`src/rtl/ocr_result_packer_if.sv`:
```
// OCR character stream in, packed FILO write out.
interface ocr_result_packer_if #(
  parameter int unsigned DATA_W = 128
);
  logic              char_valid;
  logic [7:0]        char_data;
  logic              char_eop;
  logic              char_ready;
  logic              push;
  logic [DATA_W-1:0] data_out;

  modport master (
    output char_valid, char_data, char_eop,
    input  char_ready, push, data_out
  );

  modport slave (
    input  char_valid, char_data, char_eop,
    output char_ready, push, data_out
  );
endinterface

```
`src/rtl/ocr_result_packer.sv`:
```
// Packs one plate of OCR characters into a result word, pushes it to the FILO,
// tracks the pushed headcount and signals frame completion to control.
module ocr_result_packer #(
  parameter int unsigned PIO_DATA_WIDTH = 128,
  parameter int unsigned MAX_CHARS      = 15,
  parameter int unsigned MAX_RESULTS    = 24
) (
  input  logic                      clk_in,
  input  logic                      reset,
  input  logic                      Clear_buff,
  input  logic                      frame_end,
  input  logic                      tx_busy,
  ocr_result_packer_if.slave        bus,
  output logic [7:0]                headcount,
  output logic                      frame_ready,
  output logic                      overflow
);

  localparam int unsigned CNT_W = $clog2(MAX_CHARS + 1);

  typedef enum logic [1:0] {IDLE, COLLECT, EMIT} state_e;

  state_e                         state_q, state_d;
  logic [MAX_CHARS-1:0][7:0]      slots_q, slots_d;
  logic [CNT_W-1:0]               count_q, count_d;
  logic                           trunc_q, trunc_d;
  logic                           push_q, push_d;
  logic [PIO_DATA_WIDTH-1:0]      data_q, data_d;
  logic [7:0]                     head_q, head_d;
  logic                           fr_q, fr_d;
  logic                           ovf_q, ovf_d;
  logic                           pend_q, pend_d;
  logic                           rdy_q, rdy_d;
  logic                           accept;

  always_ff @(posedge clk_in) begin
    if (reset) begin
      state_q <= IDLE;
      slots_q <= '0;
      count_q <= '0;
      trunc_q <= 1'b0;
      push_q  <= 1'b0;
      data_q  <= '0;
      head_q  <= '0;
      fr_q    <= 1'b0;
      ovf_q   <= 1'b0;
      pend_q  <= 1'b0;
      rdy_q   <= 1'b0;
    end else begin
      state_q <= state_d;
      slots_q <= slots_d;
      count_q <= count_d;
      trunc_q <= trunc_d;
      push_q  <= push_d;
      data_q  <= data_d;
      head_q  <= head_d;
      fr_q    <= fr_d;
      ovf_q   <= ovf_d;
      pend_q  <= pend_d;
      rdy_q   <= rdy_d;
    end
  end

  always_comb begin
    state_d = state_q;
    slots_d = slots_q;
    count_d = count_q;
    trunc_d = trunc_q;
    push_d  = 1'b0;
    data_d  = data_q;
    head_d  = head_q;
    fr_d    = 1'b0;
    ovf_d   = ovf_q;
    pend_d  = pend_q | frame_end;
    accept  = bus.char_valid & rdy_q;

    case (state_q)
      IDLE, COLLECT: begin
        if (accept) begin
          if (bus.char_eop) begin
            // An empty plate produces nothing and leaves the FSM in IDLE
            if (count_q != '0) state_d = EMIT;
          end else begin
            if (count_q < CNT_W'(MAX_CHARS)) begin
              slots_d[count_q] = bus.char_data;
              count_d          = count_q + CNT_W'(1);
            end else begin
              trunc_d = 1'b1;
            end
            state_d = COLLECT;
          end
        end
      end
      EMIT: begin
        if (!tx_busy) begin
          if (head_q < 8'(MAX_RESULTS)) begin
            push_d = 1'b1;
            data_d = {slots_q, trunc_q, 3'b000, 4'(count_q)};
            head_d = head_q + 8'd1;
          end else begin
            ovf_d = 1'b1;
          end
          slots_d = '0;
          count_d = '0;
          trunc_d = 1'b0;
          state_d = IDLE;
        end
      end
      default: state_d = IDLE;
    endcase

    // Frame completion is only reported from IDLE, after any pending plate landed
    if (state_q == IDLE && pend_d) begin
      fr_d   = (head_q != 8'd0);
      pend_d = 1'b0;
    end

    if (Clear_buff) begin
      state_d = IDLE;
      slots_d = '0;
      count_d = '0;
      trunc_d = 1'b0;
      push_d  = 1'b0;
      head_d  = '0;
      ovf_d   = 1'b0;
      pend_d  = 1'b0;
      fr_d    = 1'b0;
    end

    rdy_d = (state_d != EMIT);
  end

  assign bus.char_ready = rdy_q;
  assign bus.push       = push_q;
  assign bus.data_out   = data_q;
  assign headcount      = head_q;
  assign frame_ready    = fr_q;
  assign overflow       = ovf_q;

endmodule

```
`src/flat_wrapper.sv`:
```
// flat-port wrapper written by rule: the top's interface ports become plain ports
module ocr_result_packer_flat 
#(
  parameter int unsigned PIO_DATA_WIDTH = 128,
  parameter int unsigned MAX_CHARS      = 15,
  parameter int unsigned MAX_RESULTS    = 24
)
  (clk_in, reset, Clear_buff, frame_end, tx_busy, headcount, frame_ready, overflow, bus_char_valid, bus_char_data, bus_char_eop, bus_char_ready, bus_push, bus_data_out);
  ocr_result_packer_if #(.DATA_W(128)) bus_i ();
  input  logic clk_in;
  input  logic reset;
  input  logic Clear_buff;
  input  logic frame_end;
  input  logic tx_busy;
  output logic [7:0] headcount;
  output logic frame_ready;
  output logic overflow;
  input wire logic [$bits(bus_i.char_valid)-1:0] bus_char_valid;
  input wire logic [$bits(bus_i.char_data)-1:0] bus_char_data;
  input wire logic [$bits(bus_i.char_eop)-1:0] bus_char_eop;
  output wire logic [$bits(bus_i.char_ready)-1:0] bus_char_ready;
  output wire logic [$bits(bus_i.push)-1:0] bus_push;
  output wire logic [$bits(bus_i.data_out)-1:0] bus_data_out;
  assign bus_i.char_valid = bus_char_valid;
  assign bus_i.char_data = bus_char_data;
  assign bus_i.char_eop = bus_char_eop;
  assign bus_char_ready = bus_i.char_ready;
  assign bus_push = bus_i.push;
  assign bus_data_out = bus_i.data_out;
  ocr_result_packer #(.PIO_DATA_WIDTH(PIO_DATA_WIDTH), .MAX_CHARS(MAX_CHARS), .MAX_RESULTS(MAX_RESULTS)) u_core (.clk_in(clk_in), .reset(reset), .Clear_buff(Clear_buff), .frame_end(frame_end), .tx_busy(tx_busy), .bus(bus_i), .headcount(headcount), .frame_ready(frame_ready), .overflow(overflow));
endmodule
```
`config.mk`:
```
export PLATFORM = sky130hd
export DESIGN_NAME = ocr_result_packer_flat
export DESIGN_NICKNAME = d
export VERILOG_FILES = /design/src/rtl/ocr_result_packer_if.sv /design/src/rtl/ocr_result_packer.sv /design/src/flat_wrapper.sv
export SDC_FILE = /design/constraint.sdc
export NUM_CORES = 1
export LEC_CHECK = 0
export ABC_AREA = 1
export BUFFER_PORTS_ARGS = -buffer_cell sky130_fd_sc_hd__buf_2
export CORE_MARGIN = 2
export CORE_UTILIZATION = 40
export DETAILED_ROUTE_END_ITERATION = 12
export MAX_ROUTING_LAYER = met4
export PLACE_DENSITY_LB_ADDON = 0.12
export RECOVER_POWER = 100
export SLEW_MARGIN = 25
export SYNTH_ARGS = -nofsm -noshare
export SYNTH_HDL_FRONTEND = slang
export SYNTH_SLANG_ARGS = --single-unit
```
`constraint.sdc`:
```
create_clock -name clk_in -period 2 [get_ports clk_in]
set_input_delay 0.2 -clock clk_in [delete_from_list [all_inputs] [get_ports clk_in]]
set_output_delay 0.2 -clock clk_in [all_outputs]
set_load 0.01 [all_outputs]
```
==> impl_results.md <==
- Gr usage total: 0.2137
- Top FF cell, synth: dfxtp_1
- Clock Latency Late Sink: 540 ps
- Cts repair resizes: 0
- Top post-synthesis cells by area: dfxtp_1 52%, nor2_1 10%, nand4_1 7.4%
- Mean Syn Cell Area: 7.881 um2
- Global placer's final weighted congestion: 0.7827
- Syn-to-layout area delta: 18.21%
- Total gr overflow: 0
- Rows: 58
- Total CTS buffers: 29
- Starting Density: 0.4055
- Max VDD drop: 0.0005794 V
- Post-layout util: 0.4794
- Met1 Wirelength: 13740 um
- Hold Vio Cnt, Final: 0
- Drt total wl: 28190 um
- H-Tree Depth: 1
- Pins over their slew limit: 0
- Most numerous cell in the Yosys netlist: nor2_1
- Final-layout fill cell count: 2653
- Synth area leader: dfxtp_1
- DP HPWL: 17930 um
- DIE AREA: 0.02675 mm2
- YS warnings: 0
- Post-route antenna net violation count: 0
- Drt drc: 0
- Layout cells sized above 1: 0.08693
- Final Cycle Share: 0.8943
- IO Pins: 155
- WL per Instance: 15.95 um
- Number of global-route vias before repair: 8406
- Die Y-Extent: 163.6 um
- First-pass GRT wire length: 45280 um
- Clock sinks: 265
- Sequential fraction of the synthesis area: 0.5210
- Largest net degree at the start of global routing: 91
- Drt pass-1 iters: 5
- Top post-synthesis cells by count: 276 x nor2_1, 265 x dfxtp_1, 166 x nand2_1
- CTS tree: done
- Req. time, crit path: 2410 ps
- Number of synthesized flops with an enable pin: 0
- Setup Viol. Count Final: 0
- Outcome: finished clean
- Share of the synthesized area in the top cell type: 0.5210
- Antenna violations before repair: 0
- Vias per cell: 5.100
- Met2 WL post-DR: 12780 um
- Startpoint Class: flop
- Endpoint class of the critical path: flop
- CTS Root Cell: clkbuf_16
- Kind of critical path: reg2reg
- Initial DRC count: 769
- Nets: 1438
- Met3 WL post-DR: 1407 um
- CTS Buffer Depth: 3
- Critical Path Fanout Max: 90
- Minimum clock period: 1789 ps
- #FFs+latches synth: 265
- Crit path largest cell delay: 370 ps
- CP max stage cell: buf_12
- TNS Setup: 0 ps
- Worst-path clk slew: 60 ps
- Max_cap viols: 0
- Core area: 0.02511 mm2
- Top routing layer in use: met4
- Die Wd: 163.6 um
- Yosys cell types: 30
- Clock skew: 10.25 ps
- Vias: 9017
- FMAX: 0.5591 GHz
- Post-CTS Setup Bufs: 0
- Worst hold-check path type: in2reg
- Post-Syn Instances: 1292
- Slew HR: 0.6233
- CP arrival: 2200 ps
- Async set-or-reset flop fraction in the synthesized netlist: 0
- Syn Std Cell Area: 0.01018 mm2
- Slew @ Worst Pin: 563.0 ps
- RSZ-0062 raised after global routing: false
- Port Buf Inserts: 151
- PwrDens: 892.6 mW/mm2
- CP Cell Sequence: ha_1 > nand4_4 > buf_12 > nand3_1 > nand2_1 > a21oi_1
- Ant diodes: 0
- LEAKAGE: 4.873 nW
- Hold_buf cts: 2
-- metrics by stage --
stage	hold slack (ps)	area (um2)	cells	worst slack [ps]	power [mW]
floorplan	269.1	10190	1294	590.6	5.609
global placement	419.1	11310	1714	285.7	5.758
detailed placement	412.8	11310	1714	269.2	5.758
CTS	20.64	12240	1768	274.8	10.87
global route	50.39	12040	1768	66.07	11.12
finish	37.01	12040	1768	211.4	10.74
-- power by group --
part | internal, mW | total, mW | switching, mW
logic | 0.0958 | 0.347 | 0.252
registers | 5.29 | 5.30 | 0.00693
clock network | 2.97 | 5.10 | 2.13
-- layout make-up --
type	count	area, um2	share of cell area
Sequential cell	265	5305	0.4408
Multi-Input combinational cell	884	4205	0.3494
Timing Repair Buffer	192	1026	0.08524
Clock buffer	40	817.0	0.06788
Tap cell	330	412.9	0.03430
Inverter	45	176.4	0.01466
Clock inverter	12	93.84	0.007796
-- worst paths after layout --
kind	from	endpoint	slack, ps	depth (start not counted)
worst max-delay path	u_core.count_q[0]	u_core.slots_q[115]	210	6
worst max register to register	u_core.count_q[0]	u_core.slots_q[115]	210	6
worst min-delay path	bus_char_eop	u_core.state_q[0]	40	4
worst min register to register	u_core.headcount[6]	u_core.headcount[6]	440	2
-- routing by layer --
layer,global-route usage,vias up
met5,-,-
met4,0.03469,0
met3,0.02895,22
met2,0.3320,205
met1,0.3023,4183
li1,-,4607
-- critical path, delay by kind of cell (launching register included) --
family                   cells  cell delay, ps
adder cells (fa/ha/maj)      1             250
flip-flops                   1             360
buffers and inverters        1             370
AND/OR/NAND/NOR              3             610
AO/OA/AOI/OAI                1              70
-- sequential cells by signal, summed over array words and instances (netlist names) --
signal and cells:
u_core.frame_ready 1, u_core.bus.data_out 125, u_core.bus.push 1, u_core.bus.char_ready 1
u_core.slots_q 120, u_core.headcount 8, u_core.count_q 4, u_core.pend_q 1
u_core.state_q 2, u_core.overflow 1, u_core.trunc_q 1
-- kinds of logic (layout without fill, tap and decap cells) --
logic type	after synthesis	count (layout)	share of synthesized area
buffers and inverters	145	289	0.06660
and+or+nand+nor	606	606	0.2685
DFF	265	265	0.5210
other	1	3	0.0003683
AOI/OAI and AO/OA	267	267	0.1344
xor gates and xnor gates	2	2	0.001721
adders and majority gates	6	6	0.007373
-- layout by cell type (no fill, tap or decap), types with 5 or more instances in the layout --
master	count
a21oi_1	128
a21oi_2	8
buf_12	11
buf_2	13
buf_4	23
clkbuf_1	145
clkbuf_16	29
clkbuf_8	5
clkinv_2	8
dfxtp_1	265
ha_1	6
inv_1	41
nand2_1	166
nand3_1	23
nand3_2	11
nand4_1	121
nor2_1	276
o21ai_0	122
o21ai_1	7
No activity file was read; power rests on OpenSTA's default activity.
